**src/rtl/audio_pkg.sv**
```systemverilog
// Shared audio-path definitions: default PCM width and the DAC serializer state encoding.
package audio_pkg;

  localparam int unsigned DAC_N_DEFAULT = 16;

  typedef enum logic [1:0] {
    IDLE    = 2'd0,
    SHIFT_L = 2'd1,
    WAIT_R  = 2'd2,
    SHIFT_R = 2'd3
  } dac_state_t;

endpackage

```
**src/rtl/lrc_edge_detect.sv**
```systemverilog
// DACLRC edge detector in the BCLK domain; the fall output exists only when DAC_STREAM_STEREO_DUP_EN is defined.
module lrc_edge_detect (
  input  logic bclk_i,
  input  logic reset_i,
  input  logic daclrc_i,
`ifdef DAC_STREAM_STEREO_DUP_EN
  output logic fall_o,
`endif
  output logic rise_o
);

  logic lrc_q;

  // Preset high in reset so a daclrc already high at release is not seen as a frame start.
  always_ff @(posedge bclk_i) begin
    if (reset_i) begin
      lrc_q <= 1'b1;
    end else begin
      lrc_q <= daclrc_i;
    end
  end

  assign rise_o = daclrc_i & ~lrc_q;
`ifdef DAC_STREAM_STEREO_DUP_EN
  assign fall_o = ~daclrc_i & lrc_q;
`endif

endmodule

```
**src/rtl/dac_stream.sv**
```systemverilog
// Left-justified MSB-first DAC serializer with one-entry holding register.
// Build option DAC_STREAM_STEREO_DUP_EN re-emits the left sample in the right half-frame.
module dac_stream
  import audio_pkg::*;
#(
  parameter int unsigned N = DAC_N_DEFAULT
) (
  input  logic         bclk,
  input  logic         reset,
  input  logic         daclrc,
  input  logic [N-1:0] sample_data,
  input  logic         valid,
  output logic         ready,
  output logic         dacdat,
  output logic         underrun
);

  localparam int unsigned CW = $clog2(N);

  dac_state_t   state_q, state_d;
  logic [N-1:0] hold_q, hold_d;
  logic         hold_full_q, hold_full_d;
  logic [N-1:0] shift_q, shift_d;
  logic [CW-1:0] cnt_q, cnt_d;
  logic         dacdat_q, dacdat_d;
  logic         underrun_q, underrun_d;
  logic [N-1:0] load_s;
  logic         rise_s;
  logic         accept_s;
`ifdef DAC_STREAM_STEREO_DUP_EN
  logic         fall_s;
  logic [N-1:0] cur_q, cur_d;
`endif

  lrc_edge_detect u_lrc_edge (
    .bclk_i   (bclk),
    .reset_i  (reset),
    .daclrc_i (daclrc),
`ifdef DAC_STREAM_STEREO_DUP_EN
    .fall_o   (fall_s),
`endif
    .rise_o   (rise_s)
  );

  assign ready    = ~hold_full_q & ~reset;
  assign accept_s = valid & ready;
  assign load_s   = hold_full_q ? hold_q : {N{1'b0}};

  // Next-state: hold register, frame start/abort, and bit shifting.
  always_comb begin
    state_d     = state_q;
    hold_d      = hold_q;
    hold_full_d = hold_full_q;
    shift_d     = shift_q;
    cnt_d       = cnt_q;
    dacdat_d    = 1'b0;
    underrun_d  = 1'b0;
`ifdef DAC_STREAM_STEREO_DUP_EN
    cur_d       = cur_q;
`endif

    // A same-edge accept only happens with hold empty, so it must win over the frame's clear.
    if (accept_s) begin
      hold_d      = sample_data;
      hold_full_d = 1'b1;
    end else if (rise_s) begin
      hold_full_d = 1'b0;
    end else begin
      hold_full_d = hold_full_q;
    end

    if (rise_s) begin
      underrun_d = ~hold_full_q;
      state_d    = SHIFT_L;
      dacdat_d   = load_s[N-1];
      shift_d    = {load_s[N-2:0], 1'b0};
      cnt_d      = CW'(N - 1);
`ifdef DAC_STREAM_STEREO_DUP_EN
      cur_d      = load_s;
    end else if (fall_s && (state_q == SHIFT_L || state_q == WAIT_R)) begin
      state_d    = SHIFT_R;
      dacdat_d   = cur_q[N-1];
      shift_d    = {cur_q[N-2:0], 1'b0};
      cnt_d      = CW'(N - 1);
`endif
    end else begin
      case (state_q)
        SHIFT_L, SHIFT_R: begin
          if (cnt_q != {CW{1'b0}}) begin
            dacdat_d = shift_q[N-1];
            shift_d  = {shift_q[N-2:0], 1'b0};
            cnt_d    = cnt_q - CW'(1);
          end else begin
`ifdef DAC_STREAM_STEREO_DUP_EN
            state_d = (state_q == SHIFT_L) ? WAIT_R : IDLE;
`else
            state_d = IDLE;
`endif
          end
        end
        default: begin
          dacdat_d = 1'b0;
        end
      endcase
    end
  end

  // State and output registers.
  always_ff @(posedge bclk) begin
    if (reset) begin
      state_q     <= IDLE;
      hold_q      <= {N{1'b0}};
      hold_full_q <= 1'b0;
      shift_q     <= {N{1'b0}};
      cnt_q       <= {CW{1'b0}};
      dacdat_q    <= 1'b0;
      underrun_q  <= 1'b0;
`ifdef DAC_STREAM_STEREO_DUP_EN
      cur_q       <= {N{1'b0}};
`endif
    end else begin
      state_q     <= state_d;
      hold_q      <= hold_d;
      hold_full_q <= hold_full_d;
      shift_q     <= shift_d;
      cnt_q       <= cnt_d;
      dacdat_q    <= dacdat_d;
      underrun_q  <= underrun_d;
`ifdef DAC_STREAM_STEREO_DUP_EN
      cur_q       <= cur_d;
`endif
    end
  end

  assign dacdat   = dacdat_q;
  assign underrun = underrun_q;

endmodule

```
**config.mk**
```make
export PLATFORM = sky130hd
export DESIGN_NAME = dac_stream
export DESIGN_NICKNAME = d
export VERILOG_FILES = /design/src/rtl/audio_pkg.sv /design/src/rtl/lrc_edge_detect.sv /design/src/rtl/dac_stream.sv
export SDC_FILE = /design/constraint.sdc
export NUM_CORES = 1
export LEC_CHECK = 0
export ABC_AREA = 1
export CAP_MARGIN = 40
export CORE_ASPECT_RATIO = 0.5
export CORE_UTILIZATION = 45
export CTS_BUF_LIST = sky130_fd_sc_hd__clkbuf_4 sky130_fd_sc_hd__clkbuf_8
export DETAILED_ROUTE_END_ITERATION = 6
export PLACE_DENSITY = 0.67
export SLEW_MARGIN = 20
export SYNTH_ARGS = -nofsm -noshare
export SYNTH_HDL_FRONTEND = slang
export SYNTH_SLANG_ARGS = --single-unit
```
**constraint.sdc**
```tcl
create_clock -name bclk -period 2.55 [get_ports bclk]
set_input_delay 0.255 -clock bclk [delete_from_list [all_inputs] [get_ports bclk]]
set_output_delay 0.255 -clock bclk [all_outputs]
set_load 0.1 [all_outputs]
```
== Word level (Yosys, flattened, before mapping) ==
Index checks and enable logic that the tools add are counted.

* Flip-flop bits (word level): 40

* $add $sub $neg: 1
* Bitwise logic cells: 7
* Reductions and logical operators: 7
* Equality and inequality tests: 1
* Multiplexer cells: 15

{| class="wikitable"
|+ Operators with widths
! operator !! number
|-
| $mux W16 || 4
|-
| $mux W4 || 3
|-
| $mux W1 || 8
|-
| $reduce_bool A2 Y1 || 3
|-
| $not A1 Y1 || 4
|-
| $reduce_and A2 Y1 || 2
|-
| $reduce_bool A4 Y1 || 1
|-
| $sub A4 B1 Y4 const B || 1
|-
| $and A1 B1 Y1 || 3
|-
| $ne A2 B2 Y1 const B || 1
|-
| $reduce_or A2 Y1 || 1
|}

== Logic depth before layout (Yosys ltp) ==
* Depth in word-level cells: 4
* Gate-level depth with buffers: 9
* Gate-level depth less buffers: 9

== Cells and area by module ==
A second synthesis with hierarchy kept.

* Cell total of the unflattened synthesis: 222
* Area total of the unflattened synthesis: 1701.6 µm²

{| class="wikitable"
|+ Modules (own cells, without submodules)
! module !! area each (µm²) !! seq. area each (µm²) !! instances !! cells each
|-
| dac_stream || 1664.1 || 780.7 || 1 || 217
|-
| lrc_edge_detect || 37.5 || 20.0 || 1 || 5
|}

== Least setup slack after synthesis ==
No wires, ideal clock.

* Kind: reg2out
* From: register hold_full_q
* To: output ready
* Arrival time: 1.633 ns
* Path buffers: 0
* Required time: 2.295 ns
* Slack: 0.662 ns
* Cell stages (with the launch flop): 2
* Path through: dfxtp_1 nor2_1

* Word-level cells in the longest chain between the ends: 2

{| class="wikitable"
|+ Ends and longest elaborated chain
! item !! RTL line !! source
|-
| start, declared || dac_stream.sv:22 || <nowiki>logic hold_full_q, hold_full_d;</nowiki>
|-
| start signal, assigned || dac_stream.sv:124 || <nowiki>hold_full_q <= hold_full_d;</nowiki>
|-
| $not A1 Y1 || dac_stream.sv:45 || <nowiki>assign ready = ~hold_full_q & ~reset;</nowiki>
|-
| $and A1 B1 Y1 || dac_stream.sv:45 ||
|-
| end, declared || dac_stream.sv:13 || <nowiki>output logic ready,</nowiki>
|}

Every way passes these cells.

== Worst setup path after layout ==
* From: input reset
* To: register hold_q[2]

* Word-level cells in the longest chain between the ends: 3

{| class="wikitable"
|+ Ends and longest elaborated chain
! item !! RTL line !! source
|-
| start, declared || dac_stream.sv:9 || <nowiki>input logic reset,</nowiki>
|-
| $not A1 Y1 || dac_stream.sv:45 ||
|-
| $and A1 B1 Y1 || dac_stream.sv:45 ||
|-
| $and A1 B1 Y1 || dac_stream.sv:46 || <nowiki>assign accept_s = valid & ready;</nowiki>
|-
| end signal, assigned || dac_stream.sv:112 || <nowiki>hold_q <= {N{1'b0}};</nowiki>
|-
| end signal, assigned || dac_stream.sv:123 || <nowiki>hold_q <= hold_d;</nowiki>
|-
| end, declared || dac_stream.sv:21 || <nowiki>logic [N-1:0] hold_q, hold_d;</nowiki>
|}

Parallel ways exist; a longest one is shown, timed or not.
A chain may end at the register's enable or synchronous reset.

==> flow_summary.json <==
{
  "status": "finished clean",
  "min_period_ps": 1700,
  "fp.dieH_um": 46.7,
  "core_sq_mm": 0.00362,
  "num_vias": 1439,
  "cts.repair.resized": 0,
  "grt_max_degree": 32,
  "diodes": 0,
  "cts-root-buf": "clkbuf_8",
  "fin_cells": 291,
  "clkLatencyLatePin_ps": 290,
  "relSlewSlack_pct": 47.7,
  "cts_tree": "yes",
  "synth_cell_types": 24,
  "p_leak_nw": 0.813,
  "overflow": 0,
  "worst_pin_slew_ps": 784,
  "drive_gt1_share_pct": 23.8,
  "crit_type": "input pin to flop",
  "fmax_ghz": 0.590,
  "total_power_mw": 1.32,
  "cts_num_sinks": 40,
  "ys_warn_count": 0,
  "grt_pass1_vias": 1274,
  "synth_cells": 219,
  "setup_tns_ps": 0,
  "final_cell_mix": "dfxtp_1, nand2_1, nor2_1, o21ai_1, clkdlybuf4s50_1",
  "syn_avg_cell_area_sq_um": 8.19,
  "cp.required_ps": 2740,
  "final_common_cell": "dfxtp_1",
  "clkSlewWorstSetupHoldPaths_ps": 70,
  "cp-startpoint": "reset",
  "path_max_fanout": 31,
  "powerDensity_mw_per_mm2": 636,
  "post-route-cell-area_sq_mm": 0.00208,
  "grt_pass1_wl_um": 5510,
  "drv_slew": 0,
  "synth_nets": 240,
  "cts_made_buffers": 5,
  "end_kind": "flop",
  "track_usage_pct": 17.6,
  "cp-endpoint": "hold_q[2]$_SDFFE_PP0P_",
  "ys_ff_latch": 40,
  "clk_path_buf_depth": 2,
  "place_inst": 283,
  "nNetsFinal": 260,
  "yosysSeqAreaShare_pct": 44.6,
  "place_area_sq_mm": 0.00199,
  "portBuffers": 22,
  "hold_ws_ps": 456,
  "post_cts_buffers": 0,
  "crit_path_start_kind": "input pin",
  "fin_skew_ps": 3.99,
  "wl_um": 3340,
  "cap_viol_max_count": 0,
  "dieArea_sq_mm": 0.00426,
  "finalHoldViolCount": 0,
  "drc_errors": 0,
  "cts-hold-fix-buffers": 0,
  "syn_area_sq_mm": 0.00179,
  "r2r_cells": 8,
  "finalSetupViolCount": 0,
  "drtIter0Drc": 41,
  "area.growth.synth_to_final_pct": 16.0,
  "num_io_pins": 23,
  "place.gp.congestion": 0.715,
  "r2r_start": "cnt_q[0]$_SDFFE_PP0P_",
  "die_width_um": 91.3,
  "r2r_end": "shift_q[10]$_SDFFE_PP0P_",
  "rows": 15,
  "vias_per_cell": 4.95,
  "timing.final.crit_share_pct": 66.5,
  "htree_levels": 2,
  "ff2ff_setup_slack_ps": 1010,
  "avgRoutedWirePerCell_um": 11.5,
  "initial_utilization_pct": 49.5,
  "rsz0062_at_grt": "no",
  "peakVddDrop_mv": 0.258,
  "dp.final_hpwl_um": 2220,
  "drtAntennaViolNets": 0,
  "hp-class": "flop to flop",
  "drtPass1Iterations": 4,
  "worst-endpoint-arrival_ps": 1880,
  "antenna_found_initial": 0
}
Yosys cell counts (all sizes together):
master	n	area, sq um
dfxtp	40	801
o21ai	42	263
clkbuf	1	3.75
inv	25	93.8
nor3	1	5.00
buf	11	101
nand2	38	160
nor3b	1	18.8
or2	1	6.26
nand4	1	6.26
nand3	12	65.1
ha	1	12.5
a21oi	20	156
nor2	25	101
critical path, stage by stage:
cell             delay, ps
clkdlybuf4s50_1        670
nor3b_4                 90
inv_2                  580
buf_4                  230
a21oi_2                 50
metrics by stage:
step / worst slack, ps / utilization [%]
floorplan: 662 / -
global placement: 562 / 54.9
detailed placement: 532 / 54.9
CTS: 847 / 57.4
global route: 778 / 57.4
finish: 854 / 57.4
metal layers:
metal | global-route usage, % | wire, um | vias up
met5 | 0 | 0 | -
met4 | 9.52 | 58 | 0
met3 | 5.45 | 115 | 7
met2 | 30.9 | 1470 | 20
met1 | 20.2 | 1700 | 670
li1 | - | - | 742
state kept, by name (all words and copies together), names as in the netlist:
name,count
cnt_q,4
shift_q,15
underrun,1
hold_q,16
hold_full_q,1
state_q,1
dacdat,1
u_lrc_edge.lrc_q,1
worst min-delay path by stage:
stage	startpoint	to	depth (start not counted)
2_1_floorplan	daclrc	u_lrc_edge.lrc_q$_SDFF_PP1_	2
3_3_place_gp	hold_q[9]$_SDFFE_PP0P_	hold_q[9]$_SDFFE_PP0P_	2
3_5_place_dp	hold_q[10]$_SDFFE_PP0P_	hold_q[10]$_SDFFE_PP0P_	2
4_1_cts	hold_q[10]$_SDFFE_PP0P_	hold_q[10]$_SDFFE_PP0P_	2
5_1_grt	hold_q[8]$_SDFFE_PP0P_	hold_q[8]$_SDFFE_PP0P_	2
6_report	hold_q[9]$_SDFFE_PP0P_	hold_q[9]$_SDFFE_PP0P_	2
final cells by class:
cell class	instances	area [sq um]
Clock inverter	2	10.0
Sequential cell	40	801
Inverter	25	93.8
Fill cell	366	1540
Timing Repair Buffer	25	235
Multi-Input combinational cell	142	795
Clock buffer	6	82.6
Tap cell	51	63.8
logic make-up (layout without fill, tap and decap cells):
group                    after synthesis  count (layout)  synth area share, %
AO/OA/AOI/OAI                         62              62                 23.4
adder cells (fa/ha/maj)                1               1                0.697
AND/OR/NAND/NOR                       79              79                 20.2
flip-flops                            40              40                 44.6
buffers and inverters                 37              58                 11.1
where the power goes:
part / internal [mW] / switching (mW) / leakage (nW) / total [mW]
combinational: 0.0845 / 0.124 / 0.435 / 0.209
sequential: 0.664 / 0.0186 / 0.327 / 0.682
clock: 0.216 / 0.218 / 0.0510 / 0.433
No activity file was read; power rests on OpenSTA's default activity.
